**config.mk**
```make
export PLATFORM = sky130hd
export DESIGN_NAME = input_conditioner
export DESIGN_NICKNAME = d
export VERILOG_FILES = /design/src/rtl/input_conditioner_pkg.sv /design/src/rtl/input_conditioner_debounce_channel.sv /design/src/rtl/input_conditioner.sv
export SDC_FILE = /design/constraint.sdc
export NUM_CORES = 1
export LEC_CHECK = 0
export ABC_CLOCK_PERIOD_IN_PS = 2620
export CAP_MARGIN = 15
export CORE_AREA = 5 5 42 44
export CTS_CLUSTER_SIZE = 25
export DETAILED_ROUTE_END_ITERATION = 10
export DIE_AREA = 0 0 47 49
export DONT_BUFFER_PORTS = 1
export PLACE_DENSITY = 0.7
export SLEW_MARGIN = 20
export SYNTH_ARGS = -nofsm -noshare
export SYNTH_HDL_FRONTEND = slang
export SYNTH_HIERARCHICAL = 1
export SYNTH_SLANG_ARGS = --single-unit
```
**constraint.sdc**
```tcl
create_clock -name clk -period 2.62 [get_ports clk]
set_clock_uncertainty 0.15 [all_clocks]
set_input_delay 0.524 -clock clk [delete_from_list [all_inputs] [get_ports clk]]
set_output_delay 0.524 -clock clk [all_outputs]
set_load 0.05 [all_outputs]
```
**src/rtl/input_conditioner_pkg.sv**
```systemverilog
// +----------------------------------------------------------------------+
// | input_conditioner_pkg                                                |
// | Shared debounce state encoding and default build constants.          |
// | Revision: 1.0                                                        |
// +----------------------------------------------------------------------+
`default_nettype none

package input_conditioner_pkg;

  typedef enum logic [1:0] {
    STABLE_LOW  = 2'd0,
    WAIT_HIGH   = 2'd1,
    STABLE_HIGH = 2'd2,
    WAIT_LOW    = 2'd3
  } db_state_t;

  localparam int SYNC_STAGES_DEF     = 2;
  localparam int DEBOUNCE_CYCLES_DEF = 4;

endpackage : input_conditioner_pkg

`default_nettype wire

```
**src/rtl/input_conditioner_debounce_channel.sv**
```systemverilog
// +----------------------------------------------------------------------+
// | debounce_channel                                                     |
// | One raw input: flop synchronizer, 4-state debounce FSM, rise pulse.  |
// | Revision: 1.0                                                        |
// +----------------------------------------------------------------------+
`default_nettype none

module debounce_channel
  import input_conditioner_pkg::*;
#(
  parameter int SYNC_STAGES     = SYNC_STAGES_DEF,
  parameter int DEBOUNCE_CYCLES = DEBOUNCE_CYCLES_DEF,
  parameter int CNT_W           = $clog2(DEBOUNCE_CYCLES + 1)
) (
  input  logic clk,
  input  logic sync_reset,
  input  logic raw,
  output logic out,
  output logic rise
);

  localparam logic [CNT_W-1:0] C_CNT_LAST = CNT_W'(DEBOUNCE_CYCLES - 1);
  localparam logic [CNT_W-1:0] C_CNT_ONE  = CNT_W'(1);

  logic [SYNC_STAGES-1:0] sync_q;
  logic                   w_s;

  db_state_t              state_q, state_d;
  logic [CNT_W-1:0]       cnt_q,   cnt_d;
  logic                   out_q,   out_d;
  logic                   rise_q,  rise_d;

  always_ff @(posedge clk) begin
    if (sync_reset) begin
      sync_q <= '0;
    end else begin
      sync_q <= {sync_q[SYNC_STAGES-2:0], raw};
    end
  end

  assign w_s = sync_q[SYNC_STAGES-1];

  always_ff @(posedge clk) begin
    if (sync_reset) begin
      state_q <= STABLE_LOW;
      cnt_q   <= '0;
      out_q   <= 1'b0;
      rise_q  <= 1'b0;
    end else begin
      state_q <= state_d;
      cnt_q   <= cnt_d;
      out_q   <= out_d;
      rise_q  <= rise_d;
    end
  end

  // The counter holds the number of agreeing samples already seen, so the
  // sample that matches at C_CNT_LAST is the DEBOUNCE_CYCLES-th one.
  always_comb begin
    state_d = state_q;
    cnt_d   = cnt_q;
    out_d   = out_q;
    rise_d  = 1'b0;
    case (state_q)
      STABLE_LOW: begin
        if (w_s) begin
          state_d = WAIT_HIGH;
          cnt_d   = C_CNT_ONE;
        end else begin
          cnt_d   = '0;
        end
      end
      WAIT_HIGH: begin
        if (!w_s) begin
          state_d = STABLE_LOW;
          cnt_d   = '0;
        end else if (cnt_q == C_CNT_LAST) begin
          state_d = STABLE_HIGH;
          cnt_d   = '0;
          out_d   = 1'b1;
          rise_d  = 1'b1;
        end else begin
          cnt_d   = cnt_q + C_CNT_ONE;
        end
      end
      STABLE_HIGH: begin
        if (!w_s) begin
          state_d = WAIT_LOW;
          cnt_d   = C_CNT_ONE;
        end else begin
          cnt_d   = '0;
        end
      end
      WAIT_LOW: begin
        if (w_s) begin
          state_d = STABLE_HIGH;
          cnt_d   = '0;
        end else if (cnt_q == C_CNT_LAST) begin
          state_d = STABLE_LOW;
          cnt_d   = '0;
          out_d   = 1'b0;
        end else begin
          cnt_d   = cnt_q + C_CNT_ONE;
        end
      end
      default: begin
        state_d = STABLE_LOW;
        cnt_d   = '0;
        out_d   = 1'b0;
      end
    endcase
  end

  assign out  = out_q;
  assign rise = rise_q;

endmodule : debounce_channel

`default_nettype wire

```
**src/rtl/input_conditioner.sv**
```systemverilog
// +----------------------------------------------------------------------+
// | input_conditioner                                                    |
// | Two independent synchronize-and-debounce channels (A, B).            |
// | Revision: 1.0                                                        |
// +----------------------------------------------------------------------+
`default_nettype none

module input_conditioner
  import input_conditioner_pkg::*;
#(
  parameter int SYNC_STAGES     = SYNC_STAGES_DEF,
  parameter int DEBOUNCE_CYCLES = DEBOUNCE_CYCLES_DEF,
  parameter int CNT_W           = $clog2(DEBOUNCE_CYCLES + 1)
) (
  input  logic clk,
  input  logic sync_reset,
  input  logic raw_a,
  input  logic raw_b,
  output logic A,
  output logic B,
  output logic a_rise,
  output logic b_rise
);

  debounce_channel #(
    .SYNC_STAGES     (SYNC_STAGES),
    .DEBOUNCE_CYCLES (DEBOUNCE_CYCLES),
    .CNT_W           (CNT_W)
  ) u_ch_a (
    .clk        (clk),
    .sync_reset (sync_reset),
    .raw        (raw_a),
    .out        (A),
    .rise       (a_rise)
  );

  debounce_channel #(
    .SYNC_STAGES     (SYNC_STAGES),
    .DEBOUNCE_CYCLES (DEBOUNCE_CYCLES),
    .CNT_W           (CNT_W)
  ) u_ch_b (
    .clk        (clk),
    .sync_reset (sync_reset),
    .raw        (raw_b),
    .out        (B),
    .rise       (b_rise)
  );

endmodule : input_conditioner

`default_nettype wire

```
After elaboration in Yosys (flattened, before gate mapping)

Cells that the tools add are included.

Logic and storage cells: 88
Latch bits: 0
RAM bits: 0
Memories kept: 0
Register bits: 18
Output and inout bits: 4
Memory bits (read-only): 0
Bits of input ports: 4

Eq/ne operators: 24
$lt $le $gt $ge: 0
Div/mod/pow operators: 0
Reduce and logical (&&, ||, !) cells: 10
Muxes and demuxes: 38
Bitwise logic cells: 4
Add/subtract/negate cells: 2
Multipliers: 0
Shift-type cells: 0

Operators with widths:

| cell                                                                     | number |
|---|---|
| 2-bit two-way mux                                                        | 12 |
| 3-bit one-hot mux with 4 select lines                                    | 2 |
| 3-bit two-way mux                                                        | 6 |
| 2-bit by 1-bit inequality test with 1-bit output (second input constant) | 8 |
| 2-bit one-hot mux with 4 select lines                                    | 2 |
| 1-bit two-way mux                                                        | 14 |
| 5-bit AND reduction                                                      | 2 |
| 2-bit == test (second input constant)                                    | 4 |
| 2-bit inequality test (second input constant)                            | 4 |
| 4-bit AND reduction                                                      | 2 |
| 3-bit by 1-bit adder with 3-bit output (second input constant)           | 2 |
| 3-bit by 2-bit == test with 1-bit output (second input constant)         | 2 |
| 3-bit by 1-bit inequality test with 1-bit output (second input constant) | 2 |
| 3-bit inequality test (second input constant)                            | 2 |
| 3-bit OR reduction                                                       | 2 |
| 2-bit by 1-bit == test with 1-bit output (second input constant)         | 2 |
| 2-bit logical NOT                                                        | 2 |
| 1-bit inverter                                                           | 4 |
| 1-bit one-hot mux with 2 select lines                                    | 2 |
| 2-bit nonzero test                                                       | 2 |

Longest topological paths before layout

Gate-level depths: netlist of run 1.

Depth in word-level cells: 4
Mapped depth: 4
Mapped depth without buffers: 4

Hierarchy

Netlist of run 1, hierarchy kept.

Modules (own cells, without submodules):

| module           | area each (um^2) | cells each | sequential area each (um^2) | instances |
|---|---|---|---|---|
| debounce_channel | 319.1            | 29         | 180.2                       | 2 |

Least setup slack after synthesis of run 1

No wires, ideal clock.

Path kind: flip-flop to output port
Start point: register u_ch_a.out_q (netlist: u_ch_a/out)
End point: output A
Arrival: 0.613 ns
Path buffers: 0
Data required time: 1.946 ns
Stages on the path, launching flop included: 1
Slack: 1.333 ns
Cell sequence: dfxtp_1

RTL lines:

| element                  | RTL line                                 | source |
|---|---|---|
| start: declaration       | input_conditioner_debounce_channel.sv:30 | `logic out_q, out_d;` |
| start signal: assignment | input_conditioner_debounce_channel.sv:52 | `out_q <= out_d;` |
| end: declaration         | input_conditioner.sv:19                  | `output logic A,` |

No word-level cell between the ends.

Worst setup path after layout of run 1

Start point: register u_ch_a.out_q (netlist: u_ch_a/out)
End point: output A

No word-level cell between the ends.

==> results by stage, run 1 <==
Finish:
- Compared with the post-synthesis result, the final layout area differs by 8.824%.
- The final standard cell count with taps included and fillers excluded is 78.
- The final design area excluding fillers is slightly below 700 µm².
- The sequential cells in the finished layout cover a total of about 360 µm².
- The filler cells instantiated in the layout total about 150.
- The fraction of final layout cells with drive strength greater than 1 is 0.1613.
- Summing all multi-input logic gate instances after layout gives roughly 270 µm².
- The number of nets in the finished design is slightly below 70.
- 0 antenna diodes ended up in the layout.

Floorplanning:
- The standard cell core area is 1401 µm².
- The number of rows created at floorplan is 14.
- In this run the vertical extent of the chip is roughly 49 µm.
- The area of the die is between 2000 and 2500 µm².
- Measured along the x axis, the die boundary spans 47 µm.
- For this configuration, the core starts out at a cell density of 0.4554.
- The count of pins on the block boundary is 8.

Logic synthesis:
- Counting flops with a built-in enable in the synthesized netlist gives 0.
- Among all flip-flop cells after synthesis, the most frequent one is dfxtp_1.
- Yosys mapped the design onto 16 distinct sky130hd cell types.
- The share of synthesized registers carrying an async set or reset is 0.
- The mean instance size in the synthesized netlist is approximately 11 µm².
- The cell taking the most area after synthesis is dfxtp_1.
- The Yosys step of the flow raised 6 warnings.
- After synthesis the cells add up to approximately 640 µm².
- The synthesized design contains 18 register bits.
- Counting every instance in the synthesized netlist gives between 50 and 60.
- By area the synthesized netlist is led by dfxtp_1 56%, and4b_1 6.3%, and2_2 4.7%.
- The number of nets in the synthesized netlist is between 60 and 70.
- The portion of synthesized cell area occupied by the leading cell type is 0.5647.
- The share of the Yosys chip area taken by registers is 0.5647.

Timing:
- The total setup violations reported at the end of the flow is 0.
- The number of slew-limit violations in the final report came to 0.
- The actual transition at the worst max-transition pin is roughly 530 ps.
- Of the available clock period, the critical path in the final layout requires 0.6204.
- The fmax is 0.6153 GHz.
- Setup repair after global routing left no endpoint under its margin.
- The worst pin sits at a relative slew slack of 0.6471.
- Adding up every negative setup slack in the final design gives 0 ps.
- The count of endpoints failing hold in the final timing report was 0.
- The clock period minus final worst setup slack is between 1500 and 2000 ps.

Pwr:
- In this run the power density over the cells is a little under 700 nW/µm².
- The analysis attributes to cell leakage a power of approximately 0.28 nW.
- The peak supply drop is 360.3 µV.
- The total chip power is approximately 0.47 mW.

Run status:
- The flow ran to the end, and the final reports show no timing, DRC or antenna violations.

Setup path:
- The minimum setup slack among reg-to-reg paths is between 1000 and 1500 ps.
- The critical path is of the reg -> out type.
- The endpoint required time on the critical path is between 1500 and 2000 ps.
- The worst setup path is launched from a flop.
- The worst endpoint data arrival time is 950 ps.
- Along the worst path, the maximum fanout reaches 3.
- The sort of element at the end of the critical path is an output port.

Clock network:
- The hold buffer count at CTS is 0.
- In this run, post-CTS repair resized a total of 0 instances.
- After clock tree synthesis, the clock-pin slew on the worst setup and hold paths is around 100 ps.
- The total clock buffers created by CTS is 3.
- The root buffer cell is clkbuf_4.
- TritonCTS built the clock tree.
- The buffer levels on the longest clock path is 2.
- The tree built by TritonCTS fans out to 18 sinks.
- The clock latency on the worst-skew pair is approximately 290 ps.
- In this run the post-CTS setup repair buffer count came out at 0.
- In this run the number of H-tree levels came out at 1.

Global routing:
- The total overflow left after global routing is 0.
- Across every metal layer, demand over resource in global routing totals 0.1054.
- The most utilized layer in the global route result is met1.
- Entering global routing, the biggest net connects 13 pins.
- The met3 track utilization from global routing is 0.05535.
- For met2 alone, demand over resource in global routing was 0.1335.
- The first global-routing pass estimated around 1700 µm of wire.
- In the global route stage, met1 resource usage came out at 0.1339.
- The initial antenna violation count is 0.
- The number of global-route vias before repair was ~400.

Hold path:
- The classification of the worst-slack hold path is in -> reg.

Placed design:
- The final weighted congestion of routability-driven global placement is 0.6849.
- The number of input and output port buffers inserted is 0.
- Counting tap cells, the placed design contains a total of 74 instances.
- The placed instances occupy a cell area of approximately 660 µm².
- The sum of net half-perimeters after detailed placement is 654.2 µm.

Detailed routing:
- The first TritonRoute pass finished after 4 iterations.
- The final layout contains routed wiring with a total length of approximately 920 µm.
- The number of routed nets with antenna violations is 0.
- Dividing the detail-routed wire length by the instance count gives around 12 µm.
- The remaining design rule violation count is 0.
- The iteration-0 DRC count of the detailed router is 16.
- The mean number of vias per cell is between 5 and 6.
- The routed layout has roughly 400 vias.

Run:
- Max-cap violations in this run came to 0.
==> logic make-up after synthesis <==
family                   after synthesis  synth area share
AO/OA/AOI/OAI                         10           0.08627
XOR/XNOR                               2           0.02746
adder cells (fa/ha/maj)                2           0.03921
buffers and inverters                  2           0.01177
flip-flops                            18            0.5647
AND/OR/NAND/NOR                       24            0.2706
==> synthesized netlist by cell type (all sizes together) (4+ instances only) <==
cell    n
dfxtp  18
a21oi   4
and2    4
and4b   4
nor2b   4
o21ai   4
==> stage by stage <==
| stage | util | worst slack [ps] | hold WS (ps) |
|---|---|---|---|
| 5_1_grt | 0.4955 | 946.1 | 118.5 |
| 2_1_floorplan | - | 1333 | 263.8 |
| 3_3_place_gp | 0.4696 | 1318 | 267.9 |
| 4_1_cts | 0.4955 | 979.6 | 127.5 |
| 3_5_place_dp | 0.4696 | 1310 | 287.7 |
| 6_report | 0.4955 | 994.7 | 135.9 |
==> report_power, final <==
part | total, mW | switching [mW] | internal (mW)
Combinational | 0.0119 | 0.00465 | 0.00729
Clock | 0.166 | 0.0814 | 0.0846
Sequential | 0.296 | 0.0150 | 0.281
Total | 0.474 | 0.101 | 0.373
==> cell type report <==
class                   instances  area share
flip-flops and latches         18      0.5189
multi-input cells              38      0.3892
clock buffers                   4     0.05225
well taps                      16     0.02883
inverters                       2     0.01081
==> worst paths after layout <==
path,start,endpoint,depth (start not counted)
worst min register to register,u_ch_b/sync_q[0]$_SDFF_PP0_,u_ch_b/sync_q[1]$_SDFF_PP0_,1
worst max-delay path,u_ch_a/out$_SDFFE_PP0P_,A,0
worst min-delay path,sync_reset,flop,1
worst max register to register,u_ch_b/cnt_q[0]$_SDFF_PP0_,u_ch_b/out$_SDFFE_PP0P_,4
==> metal layers <==
metal,part of all wire,vias up,wire length [µm]
li1,-,212,-
met4,0.011,0,10
met2,0.41,11,375
met5,0,-,0
met3,0.077,2,70
met1,0.50,172,458
==> cells in the final DEF, fill, tap and decap left out, types with 3 or more instances in the layout <==
cell and instances:
dfxtp_1 18, o21ai_0 4, and2_2 4, a21oi_1 4, nor2b_1 4, and4b_1 4, clkbuf_4 3
Note: power is estimated with default switching activity, not from simulation.
==> inputs of run 2 (changes only) <==
--- a/config.mk
+++ b/config.mk
@@ -5,7 +5,7 @@
 export SDC_FILE = /design/constraint.sdc
 export NUM_CORES = 1
 export LEC_CHECK = 0
-export ABC_CLOCK_PERIOD_IN_PS = 2620
+export ABC_CLOCK_PERIOD_IN_PS = 1500
 export CAP_MARGIN = 15
 export CORE_AREA = 5 5 42 44
 export CTS_CLUSTER_SIZE = 25
==> constraint.sdc (replaced) <==
create_clock -name clk -period 1.5 [get_ports clk]
set_clock_uncertainty 0.15 [all_clocks]
set_input_delay 0.3 -clock clk [delete_from_list [all_inputs] [get_ports clk]]
set_output_delay 0.3 -clock clk [all_outputs]
set_load 0.05 [all_outputs]
==> results by stage, run 2 (synthesized netlist as in run 1, its figures left out) <==
Setup path:
- The setup path with the least slack is of type reg -> out.
- The endpoint required time on the critical path is around 1100 ps.
- In this run the worst path has a maximum fanout of 1.
- The startpoint identified for the worst register-to-register timing path is u_ch_a/cnt_q[0]$_SDFF_PP0_.
- The minimum setup slack among reg-to-reg paths is between 200 and 250 ps.
- The worst setup path is launched from a flop.
- The endpoint of the worst-slack reg-to-reg timing path is u_ch_a/out$_SDFFE_PP0P_.
- Data on the critical path arrives at its endpoint at 920 ps.
- The number of cell instances on the worst register-to-register path is 4.
- The worst setup path is captured at an output port.

Clock network:
- The buffer levels on the longest clock path is 2.
- Counting the buffers created by CTS gives 3.
- The number of setup buffers added after CTS is 0.
- CTS placed an instance of clkbuf_4 at the clock tree root.
- The number of hold buffers added after CTS was 3.
- The clock tree from TritonCTS is yes.
- Gates resized during post-CTS repair numbered 0.
- The clock sink total is 18.
- In this run the number of H-tree levels came out at 1.
- For the worst-skew pair, the clock arrives at the later sink with an insertion delay of 290 ps.
- After clock tree synthesis, the clock-pin slew on the worst setup and hold paths is approximately 100 ps.

Hold path:
- The hold path startpoint is sync_reset.
- In this run the worst hold path is classified as in -> reg.
- The end point of the worst hold path is u_ch_b/cnt_q[1]$_SDFF_PP0_.
- The cell count of the worst hold path is 2.

Global routing:
- The first global-routing pass estimated approximately 1700 µm of wire.
- The initial antenna violation count is 0.
- The final global-route overflow total is 0.
- The number of global-route vias before repair came to 405.
- The total global-route track usage is 0.1004.
- The pin count of the biggest net entering global routing is 11.

Timing:
- The fmax is 0.7301 GHz.
- The tightest slew margin relative to the limit is 0.6778.
- Hold timing on the final database bottoms out at a slack of 85.52 ps.
- The number of slew-limit violations in the final report was 0.
- Setup repair after global routing left no endpoint under its margin.
- The actual transition at the worst max-transition pin is roughly 480 ps.
- The clock period minus final worst setup slack is roughly 1400 ps.
- Of the available clock period, the critical path in the final layout requires 0.9131.
- The count of endpoints failing hold in the final timing report is 0.
- Setup violations remaining at the end of the flow were counted as 0.
- The total negative slack for setup checks is 0 ps.

Finish:
- The area growth from synthesis to layout is 15.88%.
- The fraction of final layout cells with drive strength greater than 1 is 0.1791.
- In the final design database the tool counted between 70 and 80 nets.
- The most common cell after layout, fill and taps aside is dfxtp_1.
- Measured on the finished design, the core utilization comes to 0.5277.
- The antenna diode count is 0.

Detailed routing:
- The iteration-0 DRC count of the detailed router is 7.
- Dividing the detail-routed via count by the number of cells gives roughly 5.3.
- In the routed design, unresolved DRC markers number 0.
- The pre-antenna-repair detailed-routing pass consisted of 4 iterations.
- The total wire length is between 900 and 1000 µm.
- The per-cell routed wire length is ~12 µm.
- The number of routed nets with antenna violations is 0.
- The number of vias after detailed routing is about 440.

Floorplanning:
- The initial utilization of the core area, before any placement, comes to 0.4554.
- For this design the top-level I/O count stands at 8.
- The number of rows created at floorplan is 14.
- The die span in y is approximately 49 µm.
- The floorplan step defined a die boundary enclosing around 2300 µm².
- The horizontal extent of the die is between 40 and 50 µm.
- The standard cell core area is between 1000 and 1500 µm².

Placed design:
- The sum of net half-perimeters after detailed placement is about 630 µm.
- The final weighted congestion of routability-driven global placement is slightly below 0.7.
- Port buffering added 0 buffers.

Pwr:
- The total chip power is ~0.85 mW.
- For this design the ratio of total power to cell area is 1143 nW/µm².
- The peak supply drop is a little over 500 µV.
- The static power due to leakage is around 0.30 nW.

Run status:
- The run finished with clean final reports.

Run:
- The number of max-cap violations is 0.
-- run 2: cell count changes in the layout (fill, tap and decap cells not counted), sizes merged --
cell         previous run  this run
buf                     0         2
dlygate4sd3             0         3
-- run 2: stage by stage --
| step | worst slack [ps] | std cells | cell area (µm²) |
|---|---|---|---|
| after floorplan | 316.3 | 58 | 638.1 |
| after global placement | 269.3 | 76 | 673.1 |
| after detailed placement | 246.6 | 76 | 673.1 |
| after CTS | 110.8 | 83 | 739.5 |
| after global routing | 85.20 | 83 | 739.5 |
| final | 130.3 | 83 | 739.5 |
-- run 2: how the worst max path moves through the flow --
| stage | slack, ps | end | cells after the start | startpoint |
|---|---|---|---|---|
| after floorplan | 320 | u_ch_a/out$_SDFFE_PP0P_ | 3 | u_ch_a/out$_SDFFE_PP0P_ |
| after global placement | 270 | u_ch_a/out$_SDFFE_PP0P_ | 4 | u_ch_a/cnt_q[0]$_SDFF_PP0_ |
| after detailed placement | 250 | u_ch_a/out$_SDFFE_PP0P_ | 4 | u_ch_a/cnt_q[0]$_SDFF_PP0_ |
| after CTS | 110 | a_rise | 0 | u_ch_a/rise$_SDFF_PP0_ |
| after global routing | 90 | a_rise | 0 | u_ch_a/rise$_SDFF_PP0_ |
| final | 130 | a_rise | 0 | u_ch_a/rise$_SDFF_PP0_ |
-- run 2: metal layers --
| metal | vias up | routed length [µm] | track usage |
|---|---|---|---|
| li1 | 221 | - | - |
| met5 | - | 0 | 0 |
| met1 | 199 | 463 | 0.1295 |
| met2 | 14 | 401 | 0.1357 |
| met3 | 4 | 67 | 0.03321 |
| met4 | 0 | 24 | 0.06912 |
-- run 2: cell type report --
cell class                      count  area (µm²)
Inverter                            2       7.507
Fill cell                         129       661.9
Timing Repair Buffer                5       45.04
Sequential cell                    18       360.3
Tap cell                           16       20.02
Multi-Input combinational cell     38       270.3
Clock buffer                        4       36.28
-- run 2: power breakdown --
part,internal [mW],total [mW],switching [mW]
Combinational,0.0240,0.0556,0.0316
Sequential,0.491,0.499,0.00848
Clock,0.148,0.291,0.143
